$ cat src/rtl/mem_access_unit_pkg.sv
`default_nettype none
// ============================================================================
// Module      : mem_access_unit_pkg
// Description : Shared types and constants for the memory access unit:
//               FSM state encoding, RV32I load/store width codes, error codes.
// Revision    : 1.0 - initial release
// ============================================================================
package mem_access_unit_pkg;

  // Access sequencer states
  typedef enum logic [1:0] {
    ST_IDLE   = 2'd0,
    ST_ACCESS = 2'd1,
    ST_DONE   = 2'd2
  } state_e;

  // RV32I funct3 width codes (loads and stores share 000/001/010)
  localparam logic [2:0] c_F3_BYTE   = 3'b000;  // LB / SB
  localparam logic [2:0] c_F3_HALF   = 3'b001;  // LH / SH
  localparam logic [2:0] c_F3_WORD   = 3'b010;  // LW / SW / ifetch
  localparam logic [2:0] c_F3_BYTE_U = 3'b100;  // LBU
  localparam logic [2:0] c_F3_HALF_U = 3'b101;  // LHU

  // Error codes reported alongside err
  localparam logic [1:0] c_ERR_NONE     = 2'b00;
  localparam logic [1:0] c_ERR_MISALIGN = 2'b01;
  localparam logic [1:0] c_ERR_TIMEOUT  = 2'b10;
  localparam logic [1:0] c_ERR_FUNCT3   = 2'b11;

  localparam logic [3:0] c_BE_ALL = 4'b1111;

  // Request-time error; an illegal width code outranks misalignment
  function automatic logic [1:0] err_select(input logic illegal, input logic misaligned);
    if (illegal) begin
      return c_ERR_FUNCT3;
    end else if (misaligned) begin
      return c_ERR_MISALIGN;
    end else begin
      return c_ERR_NONE;
    end
  endfunction

endpackage
`default_nettype wire

$ cat src/rtl/mem_access_unit_align.sv
`default_nettype none
// ============================================================================
// Module      : mem_access_unit_align
// Description : Combinational RV32I lane logic: byte enables and replicated
//               store lanes, load lane select with sign/zero extension, and
//               width-code legality / alignment flags.
// Revision    : 1.0 - initial release
// ============================================================================
module mem_access_unit_align
  import mem_access_unit_pkg::*;
#(
  parameter int XLEN = 32
) (
  input  logic [2:0]      funct3_i,
  input  logic            store_i,
  input  logic [1:0]      addr_lo_i,
  input  logic [XLEN-1:0] wdata_i,
  input  logic [XLEN-1:0] rdata_i,
  output logic [3:0]      be_o,
  output logic [XLEN-1:0] wlanes_o,
  output logic [XLEN-1:0] rdata_o,
  output logic            illegal_o,
  output logic            misaligned_o
);

  // Memory word shifted so the addressed byte/half sits in the low lanes
  logic [XLEN-1:0] w_shifted;
  assign w_shifted = rdata_i >> {addr_lo_i, 3'b000};

  // Decode the width code into lanes, extension and legality
  always_comb begin
    be_o         = c_BE_ALL;
    wlanes_o     = wdata_i;
    rdata_o      = rdata_i;
    illegal_o    = 1'b0;
    misaligned_o = 1'b0;
    unique case (funct3_i)
      c_F3_BYTE: begin
        be_o     = 4'b0001 << addr_lo_i;
        wlanes_o = {(XLEN/8){wdata_i[7:0]}};
        rdata_o  = {{(XLEN-8){w_shifted[7]}}, w_shifted[7:0]};
      end
      c_F3_HALF: begin
        misaligned_o = addr_lo_i[0];
        be_o         = 4'b0011 << addr_lo_i;
        wlanes_o     = {(XLEN/16){wdata_i[15:0]}};
        rdata_o      = {{(XLEN-16){w_shifted[15]}}, w_shifted[15:0]};
      end
      c_F3_WORD: begin
        misaligned_o = |addr_lo_i;
      end
      c_F3_BYTE_U: begin
        // Unsigned widths exist only for loads
        illegal_o = store_i;
        be_o      = 4'b0001 << addr_lo_i;
        rdata_o   = {{(XLEN-8){1'b0}}, w_shifted[7:0]};
      end
      c_F3_HALF_U: begin
        illegal_o    = store_i;
        misaligned_o = addr_lo_i[0];
        be_o         = 4'b0011 << addr_lo_i;
        rdata_o      = {{(XLEN-16){1'b0}}, w_shifted[15:0]};
      end
      default: begin
        illegal_o = 1'b1;
      end
    endcase
  end

endmodule
`default_nettype wire

$ cat src/rtl/mem_access_unit.sv
`default_nettype none
// ============================================================================
// Module      : mem_access_unit
// Description : Single-access memory sequencer between the multi-cycle control
//               FSM and shared instruction/data memory. Drives a req/ack
//               handshake with optional timeout, formats load data and flags
//               misaligned, illegal-width and timed-out accesses.
// Revision    : 1.0 - initial release
// ============================================================================
module mem_access_unit
  import mem_access_unit_pkg::*;
#(
  parameter int XLEN    = 32,
  parameter int TIMEOUT = 16
) (
  input  logic            clk,
  input  logic            rst_n,
  input  logic            req_valid,
  input  logic            req_write,
  input  logic            req_ifetch,
  input  logic [2:0]      funct3,
  input  logic [XLEN-1:0] addr,
  input  logic [XLEN-1:0] wdata,
  output logic            busy,
  output logic            done,
  output logic            err,
  output logic [1:0]      err_code,
  output logic [XLEN-1:0] rdata,
  output logic            mem_req,
  output logic            mem_we,
  output logic [XLEN-1:0] mem_addr,
  output logic [XLEN-1:0] mem_wdata,
  output logic [3:0]      mem_be,
  input  logic            mem_ack,
  input  logic [XLEN-1:0] mem_rdata
);

  // Counter is wide enough that reaching TIMEOUT never coincides with saturation
  localparam int                 c_CNT_W   = $clog2(TIMEOUT + 2);
  localparam logic [c_CNT_W-1:0] c_TIMEOUT = c_CNT_W'(TIMEOUT);

  state_e            state_q, state_d;
  logic [c_CNT_W-1:0] cnt_q, cnt_d;
  logic [1:0]        err_code_q, err_code_d;
  logic [XLEN-1:0]   rdata_q, rdata_d;
  logic [XLEN-1:0]   mem_addr_q, mem_addr_d;
  logic [XLEN-1:0]   mem_wdata_q, mem_wdata_d;
  logic [3:0]        mem_be_q, mem_be_d;
  logic              mem_we_q, mem_we_d;
  logic [2:0]        funct3_q, funct3_d;
  logic [1:0]        addr_lo_q, addr_lo_d;

  logic              w_idle;
  logic              w_store;
  logic [2:0]        w_funct3;
  logic [2:0]        w_al_funct3;
  logic              w_al_store;
  logic [1:0]        w_al_addr_lo;
  logic [3:0]        w_be;
  logic [XLEN-1:0]   w_wlanes;
  logic [XLEN-1:0]   w_rdata_fmt;
  logic              w_illegal;
  logic              w_misaligned;
  logic [c_CNT_W-1:0] w_cnt_inc;

  // Instruction fetch forces a word load regardless of funct3/req_write
  assign w_store  = req_write & ~req_ifetch;
  assign w_funct3 = req_ifetch ? c_F3_WORD : funct3;

  // One lane unit serves both phases: request decode in IDLE, load formatting
  // from the latched width/offset while the access is outstanding
  assign w_idle       = (state_q == ST_IDLE);
  assign w_al_funct3  = w_idle ? w_funct3  : funct3_q;
  assign w_al_store   = w_idle ? w_store   : mem_we_q;
  assign w_al_addr_lo = w_idle ? addr[1:0] : addr_lo_q;

  mem_access_unit_align #(
    .XLEN (XLEN)
  ) u_align (
    .funct3_i     (w_al_funct3),
    .store_i      (w_al_store),
    .addr_lo_i    (w_al_addr_lo),
    .wdata_i      (wdata),
    .rdata_i      (mem_rdata),
    .be_o         (w_be),
    .wlanes_o     (w_wlanes),
    .rdata_o      (w_rdata_fmt),
    .illegal_o    (w_illegal),
    .misaligned_o (w_misaligned)
  );

  assign w_cnt_inc = cnt_q + 1'b1;

  // Next-state, request capture, ack/timeout handling
  always_comb begin
    state_d     = state_q;
    cnt_d       = cnt_q;
    err_code_d  = c_ERR_NONE;
    rdata_d     = rdata_q;
    mem_addr_d  = mem_addr_q;
    mem_wdata_d = mem_wdata_q;
    mem_be_d    = mem_be_q;
    mem_we_d    = mem_we_q;
    funct3_d    = funct3_q;
    addr_lo_d   = addr_lo_q;
    unique case (state_q)
      ST_IDLE: begin
        if (req_valid) begin
          if (w_illegal || w_misaligned) begin
            // Rejected before any memory traffic
            state_d    = ST_DONE;
            err_code_d = err_select(w_illegal, w_misaligned);
          end else begin
            state_d     = ST_ACCESS;
            cnt_d       = '0;
            mem_addr_d  = {addr[XLEN-1:2], 2'b00};
            mem_we_d    = w_store;
            mem_be_d    = w_store ? w_be : c_BE_ALL;
            mem_wdata_d = w_store ? w_wlanes : '0;
            funct3_d    = w_funct3;
            addr_lo_d   = addr[1:0];
          end
        end
      end
      ST_ACCESS: begin
        if (mem_ack) begin
          state_d = ST_DONE;
          if (!mem_we_q) begin
            rdata_d = w_rdata_fmt;
          end
        end else begin
          cnt_d = (cnt_q == '1) ? cnt_q : w_cnt_inc;
          if ((TIMEOUT != 0) && (w_cnt_inc == c_TIMEOUT)) begin
            state_d    = ST_DONE;
            err_code_d = c_ERR_TIMEOUT;
          end
        end
      end
      ST_DONE: begin
        state_d = ST_IDLE;
      end
      default: begin
        state_d = ST_IDLE;
      end
    endcase
  end

  // State and datapath registers
  always_ff @(posedge clk or negedge rst_n) begin
    if (!rst_n) begin
      state_q     <= ST_IDLE;
      cnt_q       <= '0;
      err_code_q  <= c_ERR_NONE;
      rdata_q     <= '0;
      mem_addr_q  <= '0;
      mem_wdata_q <= '0;
      mem_be_q    <= '0;
      mem_we_q    <= 1'b0;
      funct3_q    <= '0;
      addr_lo_q   <= '0;
    end else begin
      state_q     <= state_d;
      cnt_q       <= cnt_d;
      err_code_q  <= err_code_d;
      rdata_q     <= rdata_d;
      mem_addr_q  <= mem_addr_d;
      mem_wdata_q <= mem_wdata_d;
      mem_be_q    <= mem_be_d;
      mem_we_q    <= mem_we_d;
      funct3_q    <= funct3_d;
      addr_lo_q   <= addr_lo_d;
    end
  end

  // err_code_q is only ever non-zero while in DONE
  assign busy      = (state_q != ST_IDLE);
  assign done      = (state_q == ST_DONE);
  assign err       = |err_code_q;
  assign err_code  = err_code_q;
  assign rdata     = rdata_q;
  assign mem_req   = (state_q == ST_ACCESS);
  assign mem_we    = mem_we_q & (state_q == ST_ACCESS);
  assign mem_addr  = mem_addr_q;
  assign mem_wdata = mem_wdata_q;
  assign mem_be    = mem_be_q;

endmodule
`default_nettype wire

$ cat config.mk
export PLATFORM = sky130hd
export DESIGN_NAME = mem_access_unit
export DESIGN_NICKNAME = d
export VERILOG_FILES = /design/src/rtl/mem_access_unit_pkg.sv /design/src/rtl/mem_access_unit_align.sv /design/src/rtl/mem_access_unit.sv
export SDC_FILE = /design/constraint.sdc
export NUM_CORES = 1
export LEC_CHECK = 0
export CAP_MARGIN = 20
export CORE_UTILIZATION = 40
export DETAILED_ROUTE_END_ITERATION = 6
export PLACE_DENSITY = 0.83
export SLEW_MARGIN = 20
export SYNTH_ARGS = -nofsm -noshare
export SYNTH_HDL_FRONTEND = slang
export SYNTH_SLANG_ARGS = --single-unit
$ cat constraint.sdc
create_clock -name clk -period 2.55 [get_ports clk]
set_input_delay 0.51 -clock clk [delete_from_list [all_inputs] [get_ports clk]]
set_output_delay 0.51 -clock clk [all_outputs]
set_load 0.005 [all_outputs]
# Yosys cells after proc, flatten, opt, wreduce, memory -nomap -nowiden
# Index checks and enable logic that the tools add are counted.
# classes
n_addsub,1
n_eq_ne,13
shifts,3
muxes,28
n_bitwise,5
n_reduce_logical,15
# op_table
cell,count
$pmux W32 S4,1
$pmux W32 S2,1
$mux W32,1
$shr A32 B5 Y16,1
$mux W2,10
$mux W5,4
$eq A5 B5 Y1 const B,2
$pmux W5 S2,1
$reduce_or A2 Y1,5
$ne A2 B2 Y1 const B,4
$pmux W2 S2,2
$pmux W4 S2,1
$eq A3 B3 Y1 const B,2
$mux W3,2
$reduce_and A3 Y1,2
$add A5 B1 Y5 const B,1
$reduce_and A5 Y1,1
$mux W4,1
$pmux W1 S2,2
$reduce_bool A2 Y1,2
$shl A1 B2 Y4 const A,1
$shl A2 B2 Y4 const A,1
$eq A3 B1 Y1 const B,1
$eq A3 B2 Y1 const B,1
11 further kinds,15
# totals
register_bits,113
input_bits,105
output_inout_bits,107
word_cells,75

# Depth between registers and ports, before layout
# Gate-level depths: netlist (run 1).
# depth
word_depth,10
depth_mapped,8
depth_no_buf,8

# Hierarchy
# Synthesis (run 1) repeated with hierarchy kept, for this count alone.
# hier_totals
cells_unflattened,561
hier_area_um2,5989.5
# modules_own_cells
mod,n_inst,cells_per_inst,area_per_inst_um2,seq_area_each_um2
mem_access_unit,1,371,4784.6,2827.7
mem_access_unit_align,1,190,1204.9,0.0

# Least setup slack after synthesis (run 1)
# OpenSTA, ideal clock, no wires.
# synth_timing
kind,input port to flip-flop
start,input req_ifetch
end,register funct3_q[0]
setup_time_ns,0.127
t_arrival_ns,2.259
required_ns,2.423
slack_ns,0.164
path_stages,7
path_buffers,2
cell_sequence,or4_4 -> a221oi_2 -> o21bai_1 -> nor3_2 -> buf_6 -> buf_8 -> mux2_1
# synth_between
elab_chain_cells,8
elab_cells_between_ends,18
cone_classes,eq/ne: 4; mux: 5; bitwise: 3; reduce/logical: 6
# synth_lines
element,line,source
from (decl),mem_access_unit.sv:20,"input logic req_ifetch,"
$mux W3,mem_access_unit.sv:68,assign w_funct3 = req_ifetch ? c_F3_WORD : funct3;
$mux W3,mem_access_unit.sv:73,assign w_al_funct3 = w_idle ? w_funct3 : funct3_q;
"$eq A3 B1 Y1, or another cell as far along",mem_access_unit_align.sv:37,unique case (funct3_i)
$reduce_or A3 Y1 (no source line) or $reduce_or A2 Y1 (tied branches),--,
$pmux W1 S2,mem_access_unit_align.sv:37,
$logic_or A1 B1 Y1,mem_access_unit.sv:109,if (w_illegal || w_misaligned) begin
$not A1 Y1 (no source line),--,
$reduce_and A3 Y1 (no source line),--,
to (signal assigned),mem_access_unit.sv:170,funct3_q <= funct3_d;
to (decl),mem_access_unit.sv:50,"logic [2:0] funct3_q, funct3_d;"
# Parallel ways exist; a longest one is shown, timed or not.
# A chain may end at the register's enable or synchronous reset.

# Final worst setup path (run 1)
# layout_timing
start,input req_ifetch
end,"register mem_addr_q[2], in the netlist mem_addr[2]"
# layout_between
elab_chain_cells,8
elab_cells_between_ends,18
cone_classes,eq/ne: 4; mux: 5; bitwise: 3; reduce/logical: 6
# layout_lines
element,line,source
$mux W3,mem_access_unit.sv:68,
$mux W3,mem_access_unit.sv:73,
"$eq A3 B1 Y1, or another cell as far along",mem_access_unit_align.sv:37,
$reduce_or A3 Y1 (no source line) or $reduce_or A2 Y1 (tied branches),--,
$pmux W1 S2,mem_access_unit_align.sv:37,
$logic_or A1 B1 Y1 (*),mem_access_unit.sv:109,
$not A1 Y1 (no source line) (*),--,
$reduce_and A3 Y1 (no source line) (*),--,
to (signal assigned),mem_access_unit.sv:166,mem_addr_q <= mem_addr_d;
to (decl),mem_access_unit.sv:46,"logic [XLEN-1:0] mem_addr_q, mem_addr_d;"
# Mark *: on every way between the ends. The rest lies on a longest branch, timed or not.

==> metrics.yaml, run 1 <==
run_status:
  status: "finished, final reports clean"
sta:
  slew_violations: 0
  tightest_slew_ps: 650
  setup_tns_ps: 0
  final.min_clock_period_ps: 2520
  fin_ws_ps: 30.1
  slew-limit-headroom_pct: 56.7
  setup_violations: 0
  fmax_ghz: 0.397
  timing.hold.ws_ps: 124
  post-route-period-util_pct: 98.8
  finalClockSkew_ps: 16.0
  hold_viol: 0
floorplanning:
  die_w_um: 120
  die_area_sq_mm: 0.0143
  core_area_sq_mm: 0.0133
  start_util_pct: 41.4
  die_h_um: 120
  rows: 42
  io_pins: 212
cells_and_area:
  fin_area_sq_mm: 0.00881
  fin_nets: 831
  syn2layout_area_growth_pct: 59.4
  post_route_cells_drive_above_1_share_pct: 17.9
  final_cell_mix: "208 x clkdlybuf4s50_1, 113 x dfrtp_1, 38 x mux2_2"
  final_common_cell: "clkdlybuf4s50_1"
  antenna_cells: 0
  fillers: 1010
global_routing:
  grt_pass1_vias: 5067
  grt_max_degree: 50
  grt_overflow: 0
  antenna_found_initial: 0
  track_usage_pct: 24.7
  grt_first_pass_wirelength_mm: 26.9
clock_tree:
  root_buffer: "clkbuf_16"
  cts_hold_buf: 0
  cts_buffer_depth: 2
  clock_sinks: 113
  clk_latency_ps: 420
  htreeDepth: 4
  cts.clk_slew.worst_paths_ps: 50
  numCtsBuffers: 17
  cts_tree: "yes"
pwr:
  power_density_mw_per_mm2: 1260
  p_leak_nw: 3.77
  vdd_drop_max_v: 0.000641
synth:
  ys_warn_count: 0
  synth-edff-count: 0
  synthArstFlopShare_pct: 100
  synth_seq_cells: 113
  synth_ff_type: "dfrtp_1"
  syn-cell-area_sq_mm: 0.00553
  avgSynthCellArea_sq_um: 11.4
  ys_seq_area_share_pct: 51.2
  syn_inst: 484
  synth_cell_type_count: 59
critical_path:
  endpoint_kind: "flop"
  crit_fanout: 13
  start_kind: "primary input"
  crit_required_ps: 2850
  crit_type: "in2reg"
  arrival_ps: 2820
route:
  first_pass_iters: 7
  vias_per_cell: 5.50
  route.detailed.wl_per_inst_um: 18.9
  drtIter0Drc: 424
  antenna_left: 0
  drc: 0
  route.vias.total: 5022
  wl_mm: 17.3
min_path:
  hold_class: "in2async"
placed_design:
  preCtsSetupSlack_ps: -376
  hpwl_mm: 12.3
  port_buffers: 209
  placed_area_sq_mm: 0.00809
  globalplace.congestion: 0.882
run:
  drv_cap: 0
[registers in the layout, indices dropped and copies added, names as in the netlist]
signal,flops
addr_lo_q,2
cnt_q,5
err_code,2
funct3_q,3
mem_addr,30
mem_be,4
mem_wdata,32
mem_we_q,1
rdata,32
state_q,2
[cell usage after synthesis (all sizes together) (4+ instances only)]
cell	n	share of area [%]
dfrtp	113	51
mux2	42	8.6
o21ai	37	3.4
mux2i	33	6.0
nand2	33	2.2
nor2	28	2.2
a31oi	27	3.9
buf	20	2.7
a22o	16	2.5
a22oi	16	2.2
o2bb2ai	16	2.5
clkbuf	15	1.0
a21oi	11	1.0
or3	8	0.91
a2bb2oi	7	1.1
nand3	6	0.63
and2	4	0.45
[kinds of logic after synthesis]
family / count (synthesis) / synth area share (%)
AOI/OAI and AO/OA: 150 / 19.8
and+or+nand+nor: 103 / 9.69
adders and majority gates: 2 / 0.453
xor gates and xnor gates: 2 / 0.317
DFF: 113 / 51.2
buffers and inverters: 38 / 3.92
other: 1 / 0.0679
muxes: 75 / 14.5
[worst paths after layout]
check	from	to	slack, ps	cells past startpoint
worst min register to register	mem_wdata[10]	mem_wdata[10]	490	1
max in group asynchronous	rst_n	mem_be[1]	1810	2
worst max-delay path	req_ifetch	mem_addr[2]	30	8
min in group clk	mem_wdata[10]	mem_wdata[10]	490	1
worst min-delay path	rst_n	err_code[0]	120	1
worst max register to register	state_q[1]	mem_addr[2]	110	8
[report_power, final]
group,internal [mW],switching [mW]
logic,3.14,2.25
registers,2.63,0.549
clock network,1.67,0.822
[layout make-up]
cell class / count / area (sq um) / share of cell area (%)
flip-flops and latches: 113 / 2830 / 32.1
repair buffers: 255 / 2610 / 29.6
clock inverters: 11 / 160 / 1.82
well taps: 176 / 220 / 2.50
inverters: 3 / 11.3 / 0.128
clock buffers: 21 / 460 / 5.23
multi-input cells: 334 / 2520 / 28.6
[metrics by stage]
stage	std cells	power [mW]	utilization, %
after floorplan	485	5.60	-
after global placement	878	8.23	60.6
after detailed placement	878	8.42	60.6
after CTS	910	11.0	65.3
after global routing	913	11.7	66.0
final	913	11.1	66.0
[critical path, stage by stage]
cell and delay, ps:
clkdlybuf4s50_1 440, or4_4 580, a221oi_4 300, o21bai_2 110, nor3_4 210, buf_12 160, clkbuf_16 170, mux2_2 340
[layer usage]
layer / vias to the layer above / wire length [um] / track usage [%]
met3: 30 / 1430 / 6.46
met1: 2445 / 7010 / 30.9
met4: 0 / 362 / 10.3
li1: 2285 / - / -
met5: - / 0 / 0
met2: 262 / 8500 / 40.4
[repair_timing]
action,4_1_cts,5_1_grt
gates resized for setup,0,5
endpoints found under the setup margin,0,24
buffers inserted,0,1
Power figures use the tool's default switching activity.
==> run 2, diff against run 1 <==
--- a/config.mk
+++ b/config.mk
@@ -8,8 +8,9 @@
 export CAP_MARGIN = 20
 export CORE_UTILIZATION = 40
 export DETAILED_ROUTE_END_ITERATION = 6
-export PLACE_DENSITY = 0.83
-export SLEW_MARGIN = 20
+export PLACE_DENSITY = 0.77
+export SLEW_MARGIN = 30
 export SYNTH_ARGS = -nofsm -noshare
 export SYNTH_HDL_FRONTEND = slang
 export SYNTH_SLANG_ARGS = --single-unit
+export TNS_END_PERCENT = 30
==> metrics.yaml, run 2 (synthesis gave the netlist of run 1 again) <==
run_status:
  status: "finished, final reports clean"
global_routing:
  grt_max_degree: 43
  grt_overflow: 0
  grt_first_pass_wirelength_mm: 26.2
  grt_pass1_vias: 5116
  track_usage_pct: 24.0
  antenna_found_initial: 0
cells_and_area:
  finish.utilization_pct: 65.6
  antenna_cells: 0
  post_route_cells_drive_above_1_share_pct: 17.7
  fin_nets: 830
  final_cell_mix: "208 x clkdlybuf4s50_1, 113 x dfrtp_1, 38 x mux2_2"
  final_common_cell: "clkdlybuf4s50_1"
  syn2layout_area_growth_pct: 58.5
  fin_cells: 911
pwr:
  seqPwrFrac_pct: 28.6
  power_mw: 11.0
  p_sw_share_pct: 32.0
  p_leak_nw: 3.75
  power_density_mw_per_mm2: 1260
  netSwitchingPower_mw: 3.53
  internal_power_mw: 7.48
  pwr-share-clk_pct: 23.4
  p_comb_share_pct: 47.9
  vdd_drop_max_v: 0.000670
route:
  vias_per_cell: 5.43
  route.detailed.wl_per_inst_um: 18.4
  drc: 0
  wl_mm: 16.7
  drtIter0Drc: 344
  first_pass_iters: 5
  antenna_left: 0
  route.vias.total: 4946
critical_path:
  crit_type: "in2reg"
  crit_required_ps: 2840
  reg2reg_from: "state_q[1]"
  critPathSlowestCell: "or4_4"
  crit_path_max_incr_delay_ps: 580
  worst-path-buf-inv: 3
  ff2ff_setup_slack_ps: 170
  crit_chain: "clkdlybuf4s50_1 > or4_4 > a221oi_4 > o21bai_2 > nor3_4 > buf_6 > clkbuf_16 > mux2_2"
  arrival_ps: 2790
  startpoint: "req_ifetch"
  endpoint_kind: "flop"
  critPathTopFamily: "simple AND/OR/NAND/NOR gates"
  start_kind: "primary input"
  crit_fanout: 12
sta:
  fin_ws_ps: 55.6
  fmax_ghz: 0.401
  slew_violations: 0
  tightest_slew_ps: 553
  finalClockSkew_ps: 7.09
  setup_violations: 0
  post-route-period-util_pct: 97.8
  setup_tns_ps: 0
  slew-limit-headroom_pct: 63.1
  final.min_clock_period_ps: 2490
  hold_viol: 0
clock_tree:
  clk_latency_ps: 410
  cts.clk_slew.worst_paths_ps: 50
  clock_sinks: 113
  cts_tree: "yes"
  cts_buffer_depth: 2
  root_buffer: "clkbuf_16"
  htreeDepth: 4
  cts_hold_buf: 0
  numCtsBuffers: 17
placed_design:
  hpwl_mm: 12.2
  placed_cells: 878
  globalplace.congestion: 0.900
  port_buffers: 209
  preCtsSetupSlack_ps: -404
floorplanning:
  die_w_um: 120
  rows: 42
  io_pins: 212
  die_area_sq_mm: 0.0143
  start_util_pct: 41.4
  core_area_sq_mm: 0.0133
  die_h_um: 120
min_path:
  hold_class: "in2async"
run:
  drv_cap: 0
run 2: changes by cell type in the layout (fill, tap and decap cells not counted):
cell       change
clkinv_2       -1
nand3_1        +1
buf_8          +1
buf_4          +3
clkbuf_16      -1
clkbuf_1       -1
bufinv_16      +1
nand3_2        -1
buf_12         -4
run 2: path summary, 6_finish.rpt:
| check | depth (start not counted) | to |
|---|---|---|
| max in group asynchronous | 2 | rdata[28] |
| min in group clk | 1 | mem_wdata[15] |
| min | 1 | mem_addr[31] |
| max | 8 | mem_addr[18] |
| min reg2reg | 1 | mem_wdata[15] |
| max reg2reg | 7 | mem_addr[18] |
run 2: power groups by stage:
stage               Combinational [mW]  Clock, mW  Sequential (mW)
floorplan                         2.47          0             3.13
global placement                  5.07          0             3.12
detailed placement                5.20          0             3.16
CTS                               5.22       2.62             3.15
global route                      5.68       2.70             3.26
finish                            5.27       2.58             3.15
run 2: through the flow:
step                hold slack [ps]  area [sq um]
floorplan                       214          5530
CTS                            92.5          8700
finish                         94.6          8760
global placement                474          8050
global route                    127          8760
detailed placement              473          8050
run 2: what timing repair did:
action,in CTS,in global routing
endpoints found under the hold margin,0,0
setup buffers,0,1
endpoints found under the setup margin,0,35
resized for setup,0,6
run 2: worst register-to-register path: stages (launching register included):
cell       delay, ps
dfrtp_1          460
or4_4            550
a221oi_4         280
o21bai_2         120
nor3_4           200
buf_6            160
clkbuf_16        170
mux2_2           340
run 2: final cells by class:
class                           instances  area, sq um
Multi-Input combinational cell        334         2510
Tap cell                              176          220
Clock inverter                         11          185
Inverter                                3         11.3
Fill cell                            1029         4590
Timing Repair Buffer                  254         2540
Clock buffer                           20          457
Sequential cell                       113         2830
run 2: layer usage:
metal	track usage (%)	wire, um
met1	28.9	6910
met2	39.1	8130
met3	7.65	1320
met4	10.9	384
met5	0	0
==> run 3, diff against run 2 <==
--- a/config.mk
+++ b/config.mk
@@ -6,9 +6,10 @@
 export NUM_CORES = 1
 export LEC_CHECK = 0
 export CAP_MARGIN = 20
-export CORE_UTILIZATION = 40
+export CORE_UTILIZATION = 41
+export CTS_BUF_LIST = sky130_fd_sc_hd__clkbuf_8
 export DETAILED_ROUTE_END_ITERATION = 6
-export PLACE_DENSITY = 0.77
+export PLACE_DENSITY = 0.79
 export SLEW_MARGIN = 30
 export SYNTH_ARGS = -nofsm -noshare
 export SYNTH_HDL_FRONTEND = slang
==> metrics.yaml, run 3 (synthesis gave the netlist of run 1 again) <==
run_status:
  status: "finished, final reports clean"
route:
  drtIter0Drc: 376
  first_pass_iters: 5
  route.vias.total: 4930
  antenna_left: 0
  route.detailed.wl_per_inst_um: 17.8
  drc: 0
  wl_mm: 16.3
  vias_per_cell: 5.38
global_routing:
  track_usage_pct: 24.3
  grt_overflow: 0
  grt_max_degree: 47
  antenna_found_initial: 0
  grt_pass1_vias: 5164
  grt_first_pass_wirelength_mm: 26.3
cells_and_area:
  post_route_cells_drive_above_1_share_pct: 17.8
  antenna_cells: 0
  final_common_cell: "clkdlybuf4s50_1"
  syn2layout_area_growth_pct: 55.1
  fin_nets: 834
  final_cell_mix: "208 x clkdlybuf4s50_1, 113 x dfrtp_1, 41 x buf_4"
sta:
  rsz0062_at_grt: "false"
  post-route-period-util_pct: 96.8
  final.min_clock_period_ps: 2470
  setup_violations: 0
  finalClockSkew_ps: 9.07
  tightest_slew_ps: 547
  hold_viol: 0
  fmax_ghz: 0.405
  slew_violations: 0
  setup_tns_ps: 0
  slew-limit-headroom_pct: 63.5
floorplanning:
  rows: 42
  die_h_um: 118
  die_area_sq_mm: 0.0139
  io_pins: 212
  die_w_um: 118
  start_util_pct: 41.9
  core_area_sq_mm: 0.0132
pwr:
  power_mw: 10.3
  p_leak_nw: 3.67
  power_density_mw_per_mm2: 1200
  vdd_drop_max_v: 0.000611
clock_tree:
  htreeDepth: 4
  cts_buffer_depth: 2
  cts_hold_buf: 0
  cts_setup_buffers: 0
  cts.clk_slew.worst_paths_ps: 60
  numCtsBuffers: 17
  root_buffer: "clkbuf_8"
  clock_sinks: 113
  cts_resized: 0
  cts_tree: "yes"
  clk_latency_ps: 430
critical_path:
  crit_fanout: 8
  crit_type: "in2reg"
  arrival_ps: 2780
  start_kind: "primary input"
  endpoint_kind: "flop"
  crit_required_ps: 2860
  ff2ff_setup_slack_ps: 170
placed_design:
  port_buffers: 209
  hpwl_mm: 11.7
  globalplace.congestion: 0.851
min_path:
  hold_class: "in2async"
run:
  drv_cap: 0
## run 3: cell type report
cell class / count / area (sq um)
fillers: 1026 / 4620
well taps: 176 / 220
multi-input cells: 334 / 2490
clock buffers: 21 / 289
flip-flops and latches: 113 / 2830
inverters: 3 / 11.3
clock inverters: 11 / 160
repair buffers: 258 / 2570
## run 3: metrics by stage
step                util [%]  worst slack, ps  cells  cell area (sq um)  hold WS, ps
finish                  65.0             80.7    916               8570         64.2
global route            65.0             15.5    916               8570         81.3
CTS                     64.6             92.9    912               8520         51.8
detailed placement      61.2             -384    880               8070          474
global placement        61.2             -287    880               8070          472
floorplan                  -              164    485               5530          214
## run 3: final timing paths
kind                                      end  depth (start not counted)     startpoint
worst max-delay path             mem_addr[21]                          8     req_ifetch
worst min-delay path             mem_addr[28]                          1          rst_n
worst max register to register   mem_addr[21]                          7     state_q[1]
worst min register to register  mem_wdata[15]                          1  mem_wdata[15]
max in group asynchronous           rdata[20]                          2          rst_n
min in group clk                mem_wdata[15]                          1  mem_wdata[15]
## run 3: critical path: stages
cell and delay, ps:
clkdlybuf4s50_1 430, or4_4 550, a221oi_2 290, o21bai_1 160, nor3_4 160, buf_4 170
clkbuf_16 160, mux2_2 330
## run 3: where the power goes
| part | switching [mW] | internal, mW |
|---|---|---|
| Clock | 0.705 | 1.16 |
| Combinational | 2.18 | 3.10 |
| Sequential | 0.513 | 2.62 |
## run 3: layer usage
layer,track usage [%],part of all wire [%],up-vias
li1,-,-,2295
met1,29.6,42,2407
met2,39.1,49,199
met3,7.70,7.1,29
met4,11.4,2.4,0
met5,0,0,-
